## src/rtl/fb_write_arbiter.sv

```systemverilog
// fb_write_arbiter: shares the framebuffer write port between two pixel
// requesters (round-robin) and an optional clear-screen fill engine.
// Optional feature macro: FB_ARB_FILL_EN (fill engine present when defined;
// otherwise fill_start/fill_color are ignored and fill_busy/fill_done are 0).
// Ports:
//   clk, rst              clock, asynchronous active-low reset
//   a_req/a_addr/a_data   requester A word, held until a_ack
//   a_ack                 one-cycle pulse: A's word issued or dropped
//   b_*                   same as A, for requester B
//   fill_start/fill_color start a full-buffer fill with one colour
//   fill_busy/fill_done   fill in progress / one-cycle completion pulse
//   wr_ready              controller write window open
//   wr_addr/wr_data/wr_en registered framebuffer write port
//   addr_err              pulse with ack when granted address is out of range
module fb_write_arbiter #(
    parameter int ADDR_W   = 15,
    parameter int DATA_W   = 24,
    parameter int FB_DEPTH = 19200
) (
    input  logic              clk,
    input  logic              rst,
    input  logic              a_req,
    input  logic [ADDR_W-1:0] a_addr,
    input  logic [DATA_W-1:0] a_data,
    output logic              a_ack,
    input  logic              b_req,
    input  logic [ADDR_W-1:0] b_addr,
    input  logic [DATA_W-1:0] b_data,
    output logic              b_ack,
    input  logic              fill_start,
    input  logic [DATA_W-1:0] fill_color,
    output logic              fill_busy,
    output logic              fill_done,
    input  logic              wr_ready,
    output logic [ADDR_W-1:0] wr_addr,
    output logic [DATA_W-1:0] wr_data,
    output logic              wr_en,
    output logic              addr_err
);

    localparam logic [ADDR_W:0] DEPTH = (ADDR_W+1)'(FB_DEPTH);

    logic              a_ack_q, a_ack_d;
    logic              b_ack_q, b_ack_d;
    logic              wr_en_q, wr_en_d;
    logic              err_q, err_d;
    logic              rr_q, rr_d;
    logic [ADDR_W-1:0] wr_addr_q, wr_addr_d;
    logic [DATA_W-1:0] wr_data_q, wr_data_d;

    logic              a_elig, b_elig;
    logic              pick_b, grant;
    logic              in_idle, fill_go;
    logic [ADDR_W-1:0] sel_addr;
    logic [DATA_W-1:0] sel_data;
    logic              sel_ok;

    // A word whose ack is showing this cycle is still held by its
    // requester; it must not be granted a second time.
    assign a_elig = a_req & ~a_ack_q;
    assign b_elig = b_req & ~b_ack_q;

    // rr_q = 1 favours B; updated only on an actual grant.
    assign pick_b   = b_elig & (~a_elig | rr_q);
    assign grant    = in_idle & wr_ready & ~fill_go & (a_elig | b_elig);
    assign sel_addr = pick_b ? b_addr : a_addr;
    assign sel_data = pick_b ? b_data : a_data;
    assign sel_ok   = ({1'b0, sel_addr} < DEPTH);

`ifdef FB_ARB_FILL_EN
    localparam logic [ADDR_W-1:0] LAST = ADDR_W'(FB_DEPTH - 1);

    typedef enum logic {
        IDLE = 1'b0,
        FILL = 1'b1
    } state_t;

    state_t            state_q, state_d;
    logic [ADDR_W-1:0] cnt_q, cnt_d;
    logic [DATA_W-1:0] color_q, color_d;
    logic              busy_q, busy_d;
    logic              done_q, done_d;
    logic              last_q, last_d;

    assign in_idle   = (state_q == IDLE);
    assign fill_go   = in_idle & fill_start;
    assign fill_busy = busy_q;
    assign fill_done = done_q;

    always_ff @(posedge clk or negedge rst) begin
        if (!rst) begin
            state_q <= IDLE;
        end else begin
            state_q <= state_d;
        end
    end

    // last_q marks that the final location was written last cycle;
    // the following cycle is spent signalling completion.
    always_comb begin
        state_d = state_q;
        unique case (state_q)
            IDLE: if (fill_start) state_d = FILL;
            FILL: if (last_q) state_d = IDLE;
        endcase
    end

    always_ff @(posedge clk or negedge rst) begin
        if (!rst) begin
            cnt_q   <= '0;
            color_q <= '0;
            busy_q  <= 1'b0;
            done_q  <= 1'b0;
            last_q  <= 1'b0;
        end else begin
            cnt_q   <= cnt_d;
            color_q <= color_d;
            busy_q  <= busy_d;
            done_q  <= done_d;
            last_q  <= last_d;
        end
    end
`else
    logic unused_fill;

    assign in_idle     = 1'b1;
    assign fill_go     = 1'b0;
    assign fill_busy   = 1'b0;
    assign fill_done   = 1'b0;
    assign unused_fill = ^{fill_start, fill_color};
`endif

    always_comb begin
        a_ack_d   = 1'b0;
        b_ack_d   = 1'b0;
        wr_en_d   = 1'b0;
        err_d     = 1'b0;
        wr_addr_d = wr_addr_q;
        wr_data_d = wr_data_q;
        rr_d      = rr_q;
`ifdef FB_ARB_FILL_EN
        cnt_d     = cnt_q;
        color_d   = color_q;
        busy_d    = busy_q;
        done_d    = 1'b0;
        last_d    = last_q;
`endif
        // Out-of-range words are acked and dropped, never written.
        if (grant) begin
            wr_addr_d = sel_addr;
            wr_data_d = sel_data;
            wr_en_d   = sel_ok;
            err_d     = ~sel_ok;
            a_ack_d   = ~pick_b;
            b_ack_d   = pick_b;
            rr_d      = ~pick_b;
        end
`ifdef FB_ARB_FILL_EN
        if (fill_go) begin
            color_d = fill_color;
            cnt_d   = '0;
            busy_d  = 1'b1;
            last_d  = 1'b0;
        end
        if (state_q == FILL) begin
            if (last_q) begin
                busy_d = 1'b0;
                done_d = 1'b1;
                last_d = 1'b0;
            end else if (wr_ready) begin
                wr_addr_d = cnt_q;
                wr_data_d = color_q;
                wr_en_d   = 1'b1;
                last_d    = (cnt_q == LAST);
                if (cnt_q != LAST) cnt_d = cnt_q + 1'b1;
            end
        end
`endif
    end

    always_ff @(posedge clk or negedge rst) begin
        if (!rst) begin
            a_ack_q   <= 1'b0;
            b_ack_q   <= 1'b0;
            wr_en_q   <= 1'b0;
            err_q     <= 1'b0;
            rr_q      <= 1'b0;
            wr_addr_q <= '0;
            wr_data_q <= '0;
        end else begin
            a_ack_q   <= a_ack_d;
            b_ack_q   <= b_ack_d;
            wr_en_q   <= wr_en_d;
            err_q     <= err_d;
            rr_q      <= rr_d;
            wr_addr_q <= wr_addr_d;
            wr_data_q <= wr_data_d;
        end
    end

    assign a_ack    = a_ack_q;
    assign b_ack    = b_ack_q;
    assign wr_en    = wr_en_q;
    assign addr_err = err_q;
    assign wr_addr  = wr_addr_q;
    assign wr_data  = wr_data_q;

endmodule
```

## config.mk

```make
export PLATFORM = sky130hd
export DESIGN_NAME = fb_write_arbiter
export DESIGN_NICKNAME = d
export VERILOG_FILES = /design/src/rtl/fb_write_arbiter.sv
export SDC_FILE = /design/constraint.sdc
export NUM_CORES = 1
export LEC_CHECK = 0
export CORE_MARGIN = 2
export CORE_UTILIZATION = 40
export DETAILED_ROUTE_END_ITERATION = 7
export PLACE_DENSITY = 0.8
export SLEW_MARGIN = 20
export SYNTH_ARGS = -nofsm -noshare
export SYNTH_HDL_FRONTEND = slang
export SYNTH_SLANG_ARGS = --single-unit
export TNS_END_PERCENT = 100
```

## constraint.sdc

```tcl
create_clock -name clk -period 1.65 [get_ports clk]
set_input_delay 0.165 -clock clk [delete_from_list [all_inputs] [get_ports clk]]
set_output_delay 0.165 -clock clk [all_outputs]
set_load 0.1 [all_outputs]
```

==> impl_metrics.json, run 1 <==
{
  "worstSetupEndpointType": "flop",
  "period_needed_ns": 1.58,
  "finClkSkew_ns": 0.00962,
  "synth_top_family_by_area": "compound AO/OA/AOI/OAI gates",
  "synthSimpleGateAreaFrac_pct": 13.1,
  "power_density_nw_per_um2": 1090,
  "dr.pass1.iters": 4,
  "critPathKind": "reg -> reg",
  "ant_nets": 0,
  "stdcell_count": 516,
  "synthArstFlopShare_pct": 100,
  "cp.required_ns": 1.86,
  "grt_pass1_wl_mm": 14.5,
  "fin_crit_sh_pct": 95.6,
  "worst_slack_ns": 0.0722,
  "syn_inst": 302,
  "peakVddDrop_v": 0.000774,
  "diodes": 0,
  "drive_gt1_share_pct": 28.8,
  "grt.overflow.total": 0,
  "synth-adder-area-share_pct": 0,
  "clkTransAtPathRegs_ns": 0.09,
  "p_leak_uw": 0.00224,
  "design.core.area_um2": 7330,
  "synth_top_cells_by_area": "dfrtp_1 (36%), a221oi_2 (19%), and3b_1 (11%), a22oi_1 (9.6%), o21ai_0 (6.7%)",
  "drt_iter0_markers": 123,
  "cp_max_fo": 32,
  "rsz0062_at_grt": "no",
  "cts_root_buf": "clkbuf_8",
  "post-synth-top-area-cell": "dfrtp_1",
  "dp.cells": 507,
  "arrival_ns": 1.79,
  "finalSetupViolCount": 0,
  "htreeDepth": 2,
  "hp-class": "in -> async",
  "vias": 2836,
  "synth_most_common_cell": "dfrtp_1",
  "ys_seq_area_share_pct": 36.0,
  "synth_compound_area_share_pct": 37.4,
  "row_count": 31,
  "critPathLaunchType": "flop",
  "routed_via_density": 5.50,
  "max_cap_viol_count": 0,
  "routed_wl_mm": 8.93,
  "cts_tree": "yes",
  "die_h_um": 91.4,
  "die_x_um": 91.4,
  "nNetsFinal": 524,
  "ys_types": 25,
  "drc": 0,
  "synth_edf_count": 0,
  "dp_worst_setup_slack_ns": -0.248,
  "dp_hpwl_mm": 6.50,
  "drv_slew": 0,
  "grt_max_degree": 42,
  "status": "finished clean",
  "clkLatencyLatePin_ns": 0.30,
  "start_util_pct": 41.7,
  "cts_made_buffers": 5,
  "antenna_found_initial": 0,
  "synthTopCellsByCount": "dfrtp_1 (44), inv_1 (41), o21ai_0 (41)",
  "ys_ff_latch": 44,
  "power.total_uw": 5480,
  "wl_per_cell_um": 17.3,
  "synth_ff_type": "dfrtp_1",
  "syn_avg_cell_area_um2": 10.1,
  "gp_congestion": 0.754,
  "synthMuxAreaShare_pct": 0,
  "ys_warn_count": 0,
  "syn_area_um2": 3060,
  "port_buffers": 125,
  "synth_xor_area_share_pct": 0,
  "dieArea_um2": 8360,
  "fmax_ghz": 0.634,
  "cts_buffer_depth": 2,
  "grt_usage_pct": 21.4,
  "pin_count": 153,
  "areaGrowthSynthToFinish_pct": 64.2,
  "finalHoldViolCount": 0,
  "cts_sinks": 44,
  "netlist.area_leader.share_pct": 36.0,
  "grt_pass1_vias": 2919
}
[per-stage QoR]
stage	hold WS [ns]	instance area (um2)	utilization, %	setup TNS [ns]
after CTS	0.359	5010	68.3	0
after global placement	0.144	4910	67.0	-6.07
final	0.349	5020	68.5	0
after global routing	0.375	5020	68.5	0
after detailed placement	0.158	4910	67.0	-8.69
after floorplan	-0.131	3080	-	-1.50
[kinds of logic after synthesis]
| group | Yosys count |
|---|---|
| buffers and inverters | 82 |
| AND/OR/NAND/NOR | 48 |
| flip-flops | 44 |
| AO/OA/AOI/OAI | 127 |
| other | 1 |
[final timing paths]
check	start	end	slack (ns)	cells after the start
worst max-delay path	a_ack	wr_addr[14]	0.07	5
worst min-delay path	rst	wr_addr[4]	0.35	2
worst max register to register	a_ack	wr_addr[14]	0.07	5
worst min register to register	wr_data[16]	wr_data[16]	0.58	2
max in group asynchronous	rst	a_ack	0.78	3
min in group clk	a_addr[4]	wr_addr[4]	0.43	3
[where the power goes]
part           leakage [uW]  switching, uW  internal, uW
logic               0.00170           2040          1280
clock network     0.0000422            376           298
registers          0.000495            214          1270
total               0.00224           2630          2850
[layer usage]
layer  up-vias  wire [um]  share of wire, %  track usage [%]
met1      1354       3880                43             27.9
met5         -          0                 0                0
li1       1354          -                 -                -
met3        14        501               5.6             4.23
met4         0        132               1.5             4.92
met2       114       4420                49             36.4
[worst max-delay path, stage by stage, from the launching register on]
cell      delay (ns)
dfrtp_4         0.49
buf_4           0.16
nand2b_2        0.22
a21o_1          0.21
buf_12          0.18
a22oi_1         0.22
[final cells by class]
type | instances | area, um2
fillers | 540 | 2310
repair buffers | 147 | 1980
multi-input cells | 177 | 1570
flip-flops and latches | 44 | 1110
inverters | 41 | 154
well taps | 99 | 124
clock buffers | 7 | 76.3
clock inverters | 1 | 5.00
[what timing repair did]
action | 4_1_cts | 5_1_grt
buffers inserted | 0 | 0
endpoints found under the hold margin | 18 | 0
endpoints found under the setup margin | 32 | 12
gates resized for setup | 2 | 2
hold buffers | 1 | 0
[state kept, by name, summed over array words and instances (netlist names)]
signal    count
wr_en         1
wr_addr      15
addr_err      1
wr_data      24
rr_q          1
b_ack         1
a_ack         1
[cell usage in the layout (no fill, tap or decap), types with 5 or more instances in the layout]
| master | netlist | final |
|---|---|---|
| a221oi_2 | 39 | 39 |
| a22oi_1 | 39 | 39 |
| and3b_1 | 39 | 39 |
| buf_12 | 0 | 53 |
| buf_4 | 3 | 9 |
| clkbuf_8 | 0 | 5 |
| clkdlybuf4s50_1 | 0 | 81 |
| dfrtp_1 | 44 | 42 |
| inv_1 | 41 | 40 |
| o21ai_0 | 41 | 41 |
(Power assumes the default switching activity.)
==> run 2, diff against run 1 <==
--- a/config.mk
+++ b/config.mk
@@ -6,9 +6,10 @@
 export NUM_CORES = 1
 export LEC_CHECK = 0
 export CORE_MARGIN = 2
-export CORE_UTILIZATION = 40
+export CORE_UTILIZATION = 41
 export DETAILED_ROUTE_END_ITERATION = 7
-export PLACE_DENSITY = 0.8
+export MAX_ROUTING_LAYER = met4
+export PLACE_DENSITY_LB_ADDON = 0.08
 export SLEW_MARGIN = 20
 export SYNTH_ARGS = -nofsm -noshare
 export SYNTH_HDL_FRONTEND = slang
==> run 2 against run 1 <==
Compared with the run above:
- global-route usage rose by 1.1 points
- clock skew fell by 0.0026 ns
- wire length fell by 0.75%
- via count rose by 1.5%
- power rose by 3.9%
- worst setup slack got worse by 0.0079 ns
- non-clock buffer count rose by 7
- largest power group unchanged
==> impl_metrics.json, run 2 (synthesized netlist as in run 1, its figures left out) <==
{
  "antenna_found_initial": 0,
  "power_density_nw_per_um2": 1130,
  "port_buffers": 125,
  "p_int_uw": 3080,
  "worstSetupEndpointType": "flop",
  "worst_pin_slew_ns": 0.560,
  "cp.required_ns": 1.85,
  "critPathLaunchType": "flop",
  "dr.pass1.iters": 4,
  "drt_iter0_markers": 99,
  "finalSetupViolCount": 0,
  "fmax_ghz": 0.631,
  "grt.overflow.total": 0,
  "row_count": 31,
  "switching_share_pct": 45.9,
  "largest_reg_flops": 24,
  "peakVddDrop_v": 0.000608,
  "routed_wl_mm": 8.87,
  "grt_pass1_wl_mm": 14.6,
  "hp-class": "in -> async",
  "start_util_pct": 42.1,
  "whs_ns": 0.384,
  "nNetsFinal": 531,
  "clkLatencyLatePin_ns": 0.29,
  "path_delay_family": "flip-flops",
  "rsz0062_at_grt": "no",
  "pwr-share-clk_pct": 15.9,
  "die_x_um": 90.3,
  "dp_hpwl_mm": 6.46,
  "mostFrequentLayoutCells": "clkdlybuf4s50_1 (81), buf_12 (47), dfrtp_1 (42)",
  "drv_slew": 0,
  "slowest_stage": "dfrtp_4",
  "design.core.area_um2": 7250,
  "worst_slack_ns": 0.0643,
  "multi_input_area_um2": 1580,
  "combPwrFrac_pct": 57.9,
  "cp_max_fo": 12,
  "crit_chain": "buf_4 -> nand2b_2 -> a21o_4 -> buf_4 -> a22oi_1",
  "dpl-instance-area_um2": 4890,
  "fin_crit_sh_pct": 96.1,
  "diodes": 0,
  "crit_top_cell": "buf_4",
  "htreeDepth": 2,
  "ff_latch_area_um2": 1110,
  "maxSlewHeadroom_pct": 62.7,
  "die_h_um": 90.3,
  "status": "finished clean",
  "dp_worst_setup_slack_ns": -0.252,
  "grt_pass1_vias": 2942,
  "period_needed_ns": 1.59,
  "max_cap_viol_count": 0,
  "share_seq_of_total_power_pct": 26.2,
  "ant_nets": 0,
  "nFillCells": 571,
  "grt_max_degree": 37,
  "routed_via_density": 5.50,
  "finClkSkew_ns": 0.00703,
  "p_leak_uw": 0.00227,
  "cts_made_buffers": 5,
  "power.switching_uw": 2610,
  "wl_per_cell_um": 17.0,
  "setup_tns_ns": 0,
  "drc": 0,
  "areaGrowthSynthToFinish_pct": 65.4,
  "critPathKind": "reg -> reg",
  "grt_usage_pct": 22.5,
  "finalHoldViolCount": 0,
  "drive_gt1_share_pct": 30.9,
  "cts_tree": "yes",
  "gp_congestion": 0.745,
  "post_cts_buffers": 0,
  "stdcell_area_um2": 5050,
  "path_buf_inv": 2,
  "cts_root_buf": "clkbuf_8",
  "clkTransAtPathRegs_ns": 0.09,
  "cts_sinks": 44,
  "arrival_ns": 1.79,
  "dieArea_um2": 8160,
  "cts_buffer_depth": 2,
  "pin_count": 153,
  "slowest_delay_ns": 0.48,
  "layout.cells.most_common": "clkdlybuf4s50_1",
  "vias": 2878
}
[run 2: layout make-up]
class	count	area share (%)
clock buffers	7	1.91
clock inverters	1	0.594
flip-flops and latches	44	21.9
inverters	41	3.04
multi-input cells	177	31.3
repair buffers	154	38.8
well taps	99	2.45
[run 2: worst paths after layout]
path,from,endpoint,slack (ns),depth (start not counted)
worst max-delay path,a_ack,wr_addr[2],0.06,5
worst min register to register,rr_q,rr_q,0.58,2
worst min-delay path,rst,wr_addr[9],0.38,2
min in group clk,a_data[0],wr_data[0],0.43,3
max in group asynchronous,rst,wr_data[17],0.65,3
worst max register to register,a_ack,wr_addr[2],0.06,5
[run 2: metal layers]
| metal | share of wire, % | GRT usage (%) | vias up |
|---|---|---|---|
| li1 | - | - | 1367 |
| met1 | 44 | 28.2 | 1398 |
| met2 | 51 | 37.5 | 100 |
| met3 | 4.4 | 4.34 | 13 |
| met4 | 1.1 | 5.64 | 0 |
| met5 | 0 | - | - |
[run 2: power by group through the flow]
| stage | clock network [uW] | logic, uW | registers, uW |
|---|---|---|---|
| 6_report | 902 | 3300 | 1490 |
| 5_1_grt | 966 | 3420 | 1510 |
| 4_1_cts | 925 | 3300 | 1490 |
| 3_5_place_dp | 0 | 3290 | 1510 |
| 3_3_place_gp | 0 | 3260 | 1510 |
| 2_1_floorplan | 0 | 692 | 2790 |
[run 2: per-stage QoR]
| stage | power [uW] | cells | utilization [%] |
|---|---|---|---|
| floorplan | 3480 | 303 | - |
| global placement | 4770 | 514 | 67.4 |
| detailed placement | 4800 | 514 | 67.4 |
| CTS | 5720 | 523 | 69.4 |
| global route | 5900 | 523 | 69.7 |
| finish | 5690 | 523 | 69.7 |
[run 2: what timing repair did]
action	in CTS	in global routing
pin swaps	0	0
setup endpoints to repair	14	21
hold endpoints to repair	21	0
resized for setup	2	6
hold buffers	1	0
